--- config.mk ---
export PLATFORM = sky130hd
export DESIGN_NAME = mul_32_seq
export DESIGN_NICKNAME = d
export VERILOG_FILES = /design/src/rtl/mul_pkg.sv /design/src/rtl/booth_pair_recoder.sv /design/src/rtl/mul_32_seq.sv
export SDC_FILE = /design/constraint.sdc
export NUM_CORES = 1
export LEC_CHECK = 0
export BUFFER_PORTS_ARGS = -buffer_cell sky130_fd_sc_hd__buf_2
export CORE_MARGIN = 2
export CORE_UTILIZATION = 50
export CTS_CLUSTER_SIZE = 40
export DETAILED_ROUTE_END_ITERATION = 8
export PLACE_DENSITY = 0.71
export SYNTH_ARGS = -nofsm -noshare
export SYNTH_HDL_FRONTEND = slang
export SYNTH_SLANG_ARGS = --single-unit
--- constraint.sdc ---
create_clock -name clk -period 11.8 [get_ports clk]
set_input_delay 1.18 -clock clk [delete_from_list [all_inputs] [get_ports clk]]
set_output_delay 1.18 -clock clk [all_outputs]
set_load 0.1 [all_outputs]
--- src/rtl/mul_pkg.sv ---
// Shared definitions for the sequential radix-4 Booth multiplier.
//   state_e         : controller states (idle, iterating, result pulse)
//   booth_digit_e   : recoded Booth digit selecting the addend
//   steps_of()      : number of bit-pair iterations for a given operand width
//   cnt_width_of()  : width of the iteration counter for a given operand width
//   booth_digit()   : maps a 3-bit window {q[1], q[0], q[-1]} to a digit
package mul_pkg;

    typedef enum logic [1:0] {
        StIdle,
        StRun,
        StDone
    } state_e;

    typedef enum logic [2:0] {
        DigZero,
        DigPm,
        DigP2m,
        DigNm,
        DigN2m
    } booth_digit_e;

    localparam int unsigned DEFAULT_WIDTH = 32;
    localparam int unsigned STEPS         = DEFAULT_WIDTH / 2;

    function automatic int unsigned steps_of(int unsigned width);
        return width / 2;
    endfunction

    // Counter must hold the value STEPS itself, hence STEPS+1 codes.
    function automatic int unsigned cnt_width_of(int unsigned width);
        return $clog2(width / 2 + 1);
    endfunction

    function automatic booth_digit_e booth_digit(logic [2:0] window);
        booth_digit_e d;
        d = DigZero;
        unique case (window)
            3'b000, 3'b111: d = DigZero;
            3'b001, 3'b010: d = DigPm;
            3'b011:         d = DigP2m;
            3'b100:         d = DigN2m;
            3'b101, 3'b110: d = DigNm;
            default:        d = DigZero;
        endcase
        return d;
    endfunction

endpackage

--- src/rtl/booth_pair_recoder.sv ---
// Combinational radix-4 Booth recoder.
// Ports:
//   window  in  3        {q[1], q[0], q[-1]} of the current bit pair
//   m_ext   in  WIDTH+2  multiplicand sign-extended to the accumulator width
//   addend  out WIDTH+2  d*M for d in {-2,-1,0,+1,+2}
module booth_pair_recoder
    import mul_pkg::*;
#(
    parameter int unsigned WIDTH = 32
) (
    input  logic        [2:0]     window,
    input  logic signed [WIDTH+1:0] m_ext,
    output logic signed [WIDTH+1:0] addend
);

    booth_digit_e digit;

    assign digit = booth_digit(window);

    // |2M| <= 2^WIDTH always fits in WIDTH+2 signed bits, so no overflow here.
    always_comb begin
        addend = '0;
        unique case (digit)
            DigZero: addend = '0;
            DigPm:   addend = m_ext;
            DigP2m:  addend = m_ext <<< 1;
            DigNm:   addend = -m_ext;
            DigN2m:  addend = -(m_ext <<< 1);
            default: addend = '0;
        endcase
    end

endmodule

--- src/rtl/mul_32_seq.sv ---
// Sequential signed WIDTH x WIDTH multiplier, radix-4 Booth, one bit pair per clock.
// Ports:
//   clk           in  1        rising-edge clock
//   clr_n         in  1        asynchronous active-low reset
//   start         in  1        request, sampled only while idle
//   multiplicand  in  WIDTH    signed M, captured on the accepting edge
//   multiplier    in  WIDTH    signed Q, captured on the accepting edge
//   busy          out 1        high while iterating or presenting the result
//   done          out 1        one-cycle pulse, product valid
//   product       out 2*WIDTH  signed {HI, LO}, held until the next accepted start
module mul_32_seq
    import mul_pkg::*;
#(
    parameter int unsigned WIDTH = 32
) (
    input  logic                 clk,
    input  logic                 clr_n,
    input  logic                 start,
    input  logic [WIDTH-1:0]     multiplicand,
    input  logic [WIDTH-1:0]     multiplier,
    output logic                 busy,
    output logic                 done,
    output logic [2*WIDTH-1:0]   product
);

    localparam int unsigned STEP_CNT = steps_of(WIDTH);
    localparam int unsigned CNT_W    = cnt_width_of(WIDTH);
    localparam int unsigned SHIFT_W  = 2 * WIDTH + 3;

    state_e                  state_q;
    logic signed [WIDTH+1:0] acc_q;
    logic [WIDTH-1:0]        qreg_q;
    logic                    q_m1_q;
    logic [WIDTH-1:0]        mreg_q;
    logic [CNT_W-1:0]        cnt_q;
    logic [2*WIDTH-1:0]      product_q;
    logic                    busy_q;
    logic                    done_q;

    logic signed [WIDTH+1:0]   m_ext;
    logic signed [WIDTH+1:0]   addend;
    logic signed [WIDTH+1:0]   acc_sum;
    logic signed [SHIFT_W-1:0] shift_in;
    logic signed [SHIFT_W-1:0] shifted;
    logic signed [WIDTH+1:0]   acc_new;
    logic [WIDTH-1:0]          qreg_new;
    logic                      q_m1_new;

    booth_pair_recoder #(
        .WIDTH (WIDTH)
    ) u_recoder (
        .window ({qreg_q[1:0], q_m1_q}),
        .m_ext  (m_ext),
        .addend (addend)
    );

    // One Booth step: add d*M, then arithmetic shift {acc, q, q_m1} right by two.
    always_comb begin
        m_ext    = {{2{mreg_q[WIDTH-1]}}, mreg_q};
        acc_sum  = acc_q + addend;
        shift_in = {acc_sum, qreg_q, q_m1_q};
        shifted  = shift_in >>> 2;
        acc_new  = shifted[SHIFT_W-1 -: (WIDTH + 2)];
        qreg_new = shifted[WIDTH:1];
        q_m1_new = shifted[0];
    end

    always_ff @(posedge clk or negedge clr_n) begin
        if (!clr_n) begin
            state_q   <= StIdle;
            acc_q     <= '0;
            qreg_q    <= '0;
            q_m1_q    <= 1'b0;
            mreg_q    <= '0;
            cnt_q     <= '0;
            product_q <= '0;
            busy_q    <= 1'b0;
            done_q    <= 1'b0;
        end else begin
            case (state_q)
                StIdle: begin
                    if (start) begin
                        acc_q   <= '0;
                        qreg_q  <= multiplier;
                        q_m1_q  <= 1'b0;
                        mreg_q  <= multiplicand;
                        cnt_q   <= CNT_W'(STEP_CNT);
                        state_q <= StRun;
                        busy_q  <= 1'b1;
                    end
                end
                StRun: begin
                    acc_q  <= acc_new;
                    qreg_q <= qreg_new;
                    q_m1_q <= q_m1_new;
                    cnt_q  <= cnt_q - CNT_W'(1);
                    if (cnt_q == CNT_W'(1)) begin
                        // Low 2*WIDTH bits of {acc, q} hold the exact signed product.
                        product_q <= {acc_new[WIDTH-1:0], qreg_new};
                        state_q   <= StDone;
                        done_q    <= 1'b1;
                    end
                end
                StDone: begin
                    state_q <= StIdle;
                    busy_q  <= 1'b0;
                    done_q  <= 1'b0;
                end
                default: begin
                    state_q <= StIdle;
                    busy_q  <= 1'b0;
                    done_q  <= 1'b0;
                end
            endcase
        end
    end

    assign busy    = busy_q;
    assign done    = done_q;
    assign product = product_q;

endmodule

# ---- After elaboration in Yosys (flattened, before gate mapping)
# Memory sizes are Yosys's and may differ from the RTL's.
# Index checks and enable logic that the tools add are counted.
dict set report totals {
  ff_bits 172
  rom_bits 24
  inputBits 67
  out_inout_bits 66
  elab_cells 48
  mem_count 1
}
dict set report op_classes {
  addsub 4
  eq_ne 8
  n_mux 16
  n_bitwise 2
  n_reduce_logical 8
}
# memory depth word_bits rd rd_clocked_by_memory_dff write_ports line
set memory_table {}
lappend memory_table {{(no name shown)} 8 3 1 0 0 mul_pkg.sv:38} ;# unique case (window)
# op count
set ops {}
lappend ops {{$pmux 34 s4} 1}
lappend ops {{$pmux 34 s2} 1}
lappend ops {{$pmux 32 s2} 1}
lappend ops {{$add 34x34->34} 1}
lappend ops {{$mux 34} 1}
lappend ops {{$neg 32->34} 1}
lappend ops {{$neg 33->34} 1}
lappend ops {{$mux 32} 1}
lappend ops {{$reduce_and 2->1} 6}
lappend ops {{$pmux 5 s2} 1}
lappend ops {{$eq 3x2->1 const B} 2}
lappend ops {{$pmux 1 s2} 3}
lappend ops {{$eq 5x1->1 const B} 1}
lappend ops {{$mux 5} 1}
lappend ops {{$sub 5x1->5 const B} 1}
lappend ops {{$mux 2} 2}
lappend ops {{$ne 2x2->1 const B} 2}
lappend ops {{$pmux 2 s2} 1}
lappend ops {{$eq 3x1->1 const B} 1}
lappend ops {{$eq 3x3->1 const B} 1}
lappend ops {{$mux 1} 3}
lappend ops {{$eq 2x1->1 const B} 1}
lappend ops {{$logic_not 2->1} 1}
lappend ops {{$not 1->1} 2}
lappend ops {{$reduce_bool 2->1} 1}

# ---- Logic depth before layout (Yosys ltp)
# Gate-level depths: netlist of run 1.
# An unclocked memory read counts as a cell.
dict set report logic_depth {
  ltp_word 5
  depth_mapped 21
}

# ---- Hierarchy
# A second synthesis of run 1 with hierarchy kept.
dict set report unflattened {
  cells_unflattened 1274
  area_unflattened_um2 10776.6
}
# mod instances cells_per_inst area_per_inst_um2
set modules_own_cells {}
lappend modules_own_cells {mul_32_seq 1 991 8959.8}
lappend modules_own_cells {booth_pair_recoder 1 283 1816.7}

# ---- Least setup slack after synthesis of run 1
# OpenSTA, ideal clock, no wires.
dict set report synth_path {
  path_kind {flip-flop to flip-flop}
  startpoint {register mreg_q[0]}
  endpoint {register product_q[63], in the netlist product[63]}
  setup_time_ns 0.125
  t_arrival_ns 4.588
  t_required_ns 11.675
  path_slack_ns 7.086
  stages_incl_launch_ff 21
  path_buffers 1
  period_less_slack_ns 4.714
  path_cell_list {dfrtp_1 inv_1 ha_1 or3b_1 buf_2 or3_4 or4_4 or3_1 o21ai_1 nand2_1 o311ai_1 ha_1 a21oi_1 nor2_1 or3_1 o22a_1 nand2_1 o221ai_1 nand2_1 xnor3_1 mux2_2}
}
dict set report synth_via {
  elab_chain_len 3
  word_cells_on_any_way 4
  cone_classes {add/sub (3); mux (1)}
}
# element line
set synth_lines {}
lappend synth_lines {{from (decl)} mul_32_seq.sv:34} ;# logic [WIDTH-1:0] mreg_q;
lappend synth_lines {{from (signal assigned)} mul_32_seq.sv:86} ;# mreg_q <= multiplicand;
lappend synth_lines {{$neg 33->34 / $neg 32->34 (equally long branches)} {booth_pair_recoder.sv:28, booth_pair_recoder.sv:27}}
lappend synth_lines {{$pmux 34 s4 *} booth_pair_recoder.sv:23} ;# unique case (digit)
lappend synth_lines {{$add 34x34->34 *} mul_32_seq.sv:60} ;# acc_sum = acc_q + addend;
lappend synth_lines {{to (signal assigned)} mul_32_seq.sv:99} ;# product_q <= {acc_new[WIDTH-1:0], qreg_new};
lappend synth_lines {{to (decl)} mul_32_seq.sv:36} ;# logic [2*WIDTH-1:0] product_q;
# Every way passes the cells marked *; elsewhere a longest branch is shown, timed or not.
# A chain may end at the register's enable or synchronous reset.

# ---- Worst setup path after layout of run 1
dict set report layout_path {
  startpoint {register mreg_q[0]}
  endpoint {register product_q[60], in the netlist product[60]}
}
# The elaborated chain is that of the path after synthesis.

==> results.md, run 1 <==
- RSZ-0062 raised after global routing: no
- Crit Path Category: reg -> reg
- Post CTS Setup Buffer Count: 0
- Setup Viol. Count Final: 0
- Ys Warns: 0
- Clk_lat worst skew: 430 ps
- Initial Util: 51.3%
- Total GRT Usage: 23.6%
- First-pass GRT wire length: 41500 µm
- Fin Clk Skew: 10.7 ps
- CTS tree: built
- Site Rows: 51
- Status: finished clean
- Via count: 8833
- ANT nets after route: 0
- Final WL: 24900 µm
- Nets: 1382
- IO Pins: 133
- Fillers: 1832
- Hold Startpoint: product[25]$_DFFE_PN0P_
- Synth Instances: 1194
- Initial DRC Count: 687
- Nature of the critical path startpoint: flip-flop
- CP Buf/Inv Count: 1
- DRT Pass-1 Iters: 5
- Largest net degree at the start of global routing: 98
- CTS max path bufs: 2
- Die area: 0.0213 mm²
- Worst path most repeated cell: a21o_1
- MaxCap Viol Count: 0
- Crit path from: mreg_q[0]$_DFFE_PN0P_
- Distinct cells, synth: 72
- Max stage delay on crit path: 470 ps
- Synthesized flop and latch total: 170
- Critical path depth: 18
- Final Hold Vio Count: 0
- Period utilisation layout: 44.5%
- Share of layout cells above drive strength 1: 16.1%
- Crit Path Max Fanout: 7
- EDFF count, synth: 0
- Initial antenna violation count: 0
- Die height: 146 µm
- Relative slew slack: 34.8%
- Per-cell routed wire length: 16.0 µm
- Post-CTS sizing: 0
- Hpwl dp: 17100 µm
- Gr ovfl total: 0
- Gpl congestion: 0.900
- Die width: 146 µm
- Number of diodes: 0
- R2R Path Start: mreg_q[0]$_DFFE_PN0P_
- Worst path top cell family by delay: compound AO/OA/AOI/OAI gates
- CP Cell Sequence: inv_1 -> ha_1 -> or3b_1 -> or3_4 -> or4_4 -> xor2_1 -> a222oi_1 -> o21ai_1 -> ha_1 -> a21o_1 -> a21o_1 -> a21oi_1 -> o21ai_0 -> a21o_1 -> or2_1 -> a211oi_1 -> mux2i_1 -> o22ai_1
- Clk slew on worst S/H paths: 70 ps
- Synth Area per Inst: 8.45 µm²
- Mapped Area: 0.0101 mm²
- CTS buffer count: 17
- Setup TNS Final: 0 ps
- Most used flip-flop cell after synthesis: dfrtp_1
- Fin crit period: 5250 ps
- Slew @ Worst Pin: 975 ps
- Slew Viols, Final: 0
- Root Driver: clkbuf_16
- Setup crit end kind: flip-flop
- Post-synth ARST share: 100%
- Number of global-route vias before repair: 8038
- CP required: 12080 ps
- Port Buffers: 132
- Hold Crit Class: reg -> reg
- Worst hold stages: 2
- Hold-fix buffers, CTS: 0
- CTS HTree Levels: 4
- # DRC: 0
- CORE AREA: 0.0197 mm²
- CP Data Arrival Time: 5520 ps
- Layout area overhead: 13.5%
- Clk sink count: 170
- Crit-path slowest cell: or3b_1
- Syn nets: 1300
- R2R depth: 18
- Seq/Total Area, Yosys: 42.2%
- Drt via density: 5.68
- Max frequency: 0.191 GHz
==> state kept, by name, indices dropped and copies added (netlist names) <==
name     cells
busy         1
mreg_q      32
qreg_q      32
state_q      2
done         1
product     64
q_m1_q       1
acc_q       32
cnt_q        5
==> per-layer routing <==
layer | routed length, µm | vias up | global-route usage (%) | part of all wire, %
li1 | - | 4361 | - | -
met5 | 0 | - | 0 | 0
met2 | 10900 | 299 | 35.4 | 44
met4 | 259 | 0 | 5.78 | 1.0
met3 | 1550 | 19 | 3.25 | 6.2
met1 | 12200 | 4154 | 36.3 | 49
==> cell usage in the layout (no fill, tap or decap), types with 5 or more instances in the layout <==
| cell | n |
|---|---|
| mux2_2 | 9 |
| o311ai_0 | 15 |
| a221oi_1 | 7 |
| o21ai_0 | 105 |
| nor2_1 | 57 |
| nand2_1 | 328 |
| o211ai_1 | 5 |
| a21oi_1 | 49 |
| a222oi_1 | 5 |
| nand3_1 | 11 |
| buf_2 | 131 |
| nor4_1 | 5 |
| inv_1 | 19 |
| nor3_1 | 33 |
| nor3b_1 | 5 |
| ha_1 | 38 |
| a22o_1 | 25 |
| dfrtp_1 | 170 |
| nand2b_1 | 8 |
| mux2i_1 | 36 |
| buf_4 | 8 |
| o21ai_1 | 5 |
| a22oi_1 | 14 |
| a21o_1 | 21 |
| clkbuf_16 | 17 |
| o31ai_1 | 6 |
| or3_1 | 19 |
| xnor2_1 | 21 |
| nor2b_1 | 10 |
| xor2_1 | 9 |
==> final timing paths <==
kind / end / slack, ps
worst max-delay path: product[60]$_DFFE_PN0P_ / 6550
max in group asynchronous: qreg_q[2]$_DFFE_PN0P_ / 9490
worst max register to register: product[60]$_DFFE_PN0P_ / 6550
min in group asynchronous: product[28]$_DFFE_PN0P_ / 840
worst min register to register: product[25]$_DFFE_PN0P_ / 470
worst min-delay path: product[25]$_DFFE_PN0P_ / 470
==> cell usage after synthesis (all sizes together), types with 5 or more instances <==
cell type  number  share of area, %
a21o           21               1.6
nand2         331                12
or4             5              0.41
or2             6              0.37
nor2b          11              0.68
nor4            7              0.64
a22oi          14               1.0
a222oi          5              0.50
o211ai          5              0.37
o311ai         18               1.6
o31ai           6              0.45
a22o           25               2.2
nand3          11              0.55
xor2            9              0.78
buf            14              0.68
nor2           59               2.2
nand2b          8              0.50
a221oi          8              0.76
nor3b           5              0.37
dfrtp         170                42
xnor2          21               1.8
mux2            9               1.0
ha             38               4.7
inv            19              0.71
or3            22               1.5
o21ai         112               5.6
a21oi          49               2.4
clkbuf         63               2.3
nor3           34               1.7
mux2i          36               3.6
==> cell families after synthesis <==
family / after synthesis / share of synthesized area, %
mux: 45 / 4.57
buf+inv: 97 / 3.77
flops: 170 / 42.2
fa+ha+maj: 39 / 4.91
compound gates: 298 / 19.4
xor+xnor: 31 / 2.83
simple gates: 514 / 22.4
==> per-stage QoR <==
| stage | utilization [%] | hold WS (ps) | std cells | area [µm²] | setup slack, ps |
|---|---|---|---|---|---|
| after floorplan | - | 446 | 1194 | 10100 | 7090 |
| after global placement | 55.3 | 452 | 1522 | 10900 | 6780 |
| after detailed placement | 55.3 | 457 | 1522 | 10900 | 6650 |
| after CTS | 58.3 | 474 | 1554 | 11500 | 6620 |
| after global routing | 58.3 | 485 | 1554 | 11500 | 6230 |
| final | 58.3 | 468 | 1554 | 11500 | 6550 |
==> area by class of cell <==
cell class              count  area [µm²]  share of cell area (%)
well taps                 265         332                    2.90
repair buffers            140         727                    6.35
clock buffers              17         425                    3.71
multi-input cells         927        5480                    47.9
clock inverters            15         158                    1.38
inverters                  20        75.1                   0.656
flip-flops and latches    170        4250                    37.1
==> worst min-delay path, delay by kind of cell (launching register included) <==
family | cells | cell delay [ps]
flops | 1 | 340
simple gates | 2 | 100
Power of run 1 is left out: the tool's default activity adds up to more than one toggle a clock period on the data nets, which glitch-free logic cannot reach.
==> run 2: changes to the inputs <==
--- a/config.mk
+++ b/config.mk
@@ -10,7 +10,7 @@
 export CORE_UTILIZATION = 50
 export CTS_CLUSTER_SIZE = 40
 export DETAILED_ROUTE_END_ITERATION = 8
-export PLACE_DENSITY = 0.71
+export PLACE_DENSITY = 0.73
 export SYNTH_ARGS = -nofsm -noshare
 export SYNTH_HDL_FRONTEND = slang
 export SYNTH_SLANG_ARGS = --single-unit
==> constraint.sdc (replaced) <==
create_clock -name clk -period 4.4 [get_ports clk]
set_input_delay 0.44 -clock clk [delete_from_list [all_inputs] [get_ports clk]]
set_output_delay 0.44 -clock clk [all_outputs]
set_load 0.1 [all_outputs]
==> results.md, run 2 (same netlist as run 1, synthesis figures left out) <==
- CP required: 4720 ps
- CORE AREA: 0.0197 mm²
- Per-cell routed wire length: 16.3 µm
- Hold Crit Class: in -> async
- CTS max path bufs: 2
- Clk sink count: 170
- Post-route setup slack: -271 ps
- Crit-path slowest cell: or4_4
- Fillers: 1655
- Total GRT Usage: 25.7%
- Final hold slack: -17.9 ps
- Nets: 1514
- Initial DRC Count: 594
- ANT nets after route: 0
- Relative slew slack: 36.9%
- CTS tree: built
- CTS buffer count: 17
- CP Buf/Inv Count: 2
- Port Buffers: 132
- Hpwl dp: 19100 µm
- Max stage delay on crit path: 450 ps
- Root Driver: clkbuf_16
- Met3 usage: 3.31%
- Cell area after layout: 0.0127 mm²
- GR Layer Usage met2: 40.6%
- Gpl congestion: 0.930
- Final Hold Vio Count: 10
- Slew Viols, Final: 0
- Drt via density: 5.63
- Period utilisation layout: 106%
- CTS HTree Levels: 4
- Failing checks: hold timing, setup timing
- Number of diodes: 0
- Multi-input gate area: 0.00577 mm²
- Die height: 146 µm
- Commonest non-fill, non-tap cell in the layout: nand2_1
- Pre-CTS setup slack: -152 ps
- Top Usage Layer GRT: met2
- Largest net degree at the start of global routing: 106
- Clk_lat worst skew: 440 ps
- Utilization after layout: 64.9%
- Most frequent cells in the layout: nand2_1, dfrtp_1, buf_4
- Layout area overhead: 26.3%
- # DRC: 0
- Fin Clk Skew: 9.83 ps
- Worst path most repeated cell: nand2_2
- Worst path top cell family by delay: simple AND/OR/NAND/NOR gates
- RSZ-0062 raised after global routing: yes
- Setup Viol. Count Final: 23
- Register area: 0.00425 mm²
- First-pass GRT wire length: 45200 µm
- IO Pins: 133
- Crit Path Max Fanout: 5
- Final WL: 27400 µm
- Max FFs per register: 64
- CP Data Arrival Time: 5000 ps
- Die width: 146 µm
- GRT met1 Usage: 37.6%
- Nature of the critical path startpoint: flip-flop
- Clk slew on worst S/H paths: 80 ps
- DRT Pass-1 Iters: 6
- Max frequency: 0.214 GHz
- Hold-fix buffers, CTS: 0
- Gr ovfl total: 0
- Fin crit period: 4670 ps
- MaxCap Viol Count: 0
- Number of global-route vias before repair: 9072
- Setup crit end kind: flip-flop
- Via count: 9487
- CP Cell Sequence: inv_2 -> ha_4 -> or3b_4 -> or3_4 -> or4_4 -> xor2_1 -> a222oi_1 -> o31ai_1 -> ha_2 -> buf_4 -> a21oi_1 -> o211ai_1 -> a221o_1 -> nand2_2 -> o221ai_4 -> nand2_2 -> xnor3_1 -> mux2_2
- Post-Place Cell Area: 0.0118 mm²
- Status: finished, violations left
- Share of layout cells above drive strength 1: 27.4%
- Site Rows: 51
- Die area: 0.0213 mm²
- Slew @ Worst Pin: 935 ps
- Initial Util: 51.3%
- Crit Path Category: reg -> reg
- Initial antenna violation count: 0
run 2: cell count changes in the layout (fill, tap and decap cells not counted), sizes merged:
cell	delta
buf	+132
bufinv	-1
inv	+1
run 2: worst register-to-register path, cell delays in order, from the launching register on:
cell and delay (ps):
dfrtp_1 400, inv_2 80, ha_4 130, or3b_4 370, or3_4 380, or4_4 450
xor2_1 170, a222oi_1 350, o31ai_1 180, ha_2 350, buf_4 150, a21oi_1 160
o211ai_1 120, a221o_1 330, nand2_2 110, o221ai_4 120, nand2_2 110, xnor3_1 290
mux2_2 260
run 2: per-stage QoR:
step,TNS [ps],cells
after CTS,-546,1680
after global routing,-9480,1686
final,-3560,1686
after global placement,-127,1637
after detailed placement,-1250,1637
after floorplan,-146,1194
run 2: final timing paths:
check / slack (ps) / depth (start not counted) / start / to
hold / removal: -20 / 1 / clr_n / product[26]$_DFFE_PN0P_
hold reg to reg: 470 / 2 / product[43]$_DFFE_PN0P_ / product[43]$_DFFE_PN0P_
setup / recovery: -270 / 18 / mreg_q[1]$_DFFE_PN0P_ / product[63]$_DFFE_PN0P_
min in group clk: 190 / 3 / multiplicand[9] / mreg_q[9]$_DFFE_PN0P_
setup reg to reg: -270 / 18 / mreg_q[1]$_DFFE_PN0P_ / product[63]$_DFFE_PN0P_
max in group asynchronous: 3430 / 2 / clr_n / product[54]$_DFFE_PN0P_
run 2: final cells by class:
cell class	instances	share of cell area [%]
repair buffers	272	13.6
clock buffers	17	3.34
multi-input cells	927	45.3
well taps	265	2.60
clock inverters	15	1.19
flip-flops and latches	170	33.4
inverters	20	0.589
run 2: timing repair:
action / 4_1_cts / 5_1_grt
setup buffers: 11 / 6
cloned: 0 / 0
resized for setup: 21 / 35
setup endpoints to repair: 22 / 41
pin swaps: 19 / 14
run 2: routing by layer:
metal,up-vias,share of wire (%)
li1,4633,-
met1,4512,47
met2,308,46
met3,34,5.9
met4,0,1.6
met5,-,0
Power of run 2 is left out for the same reason.
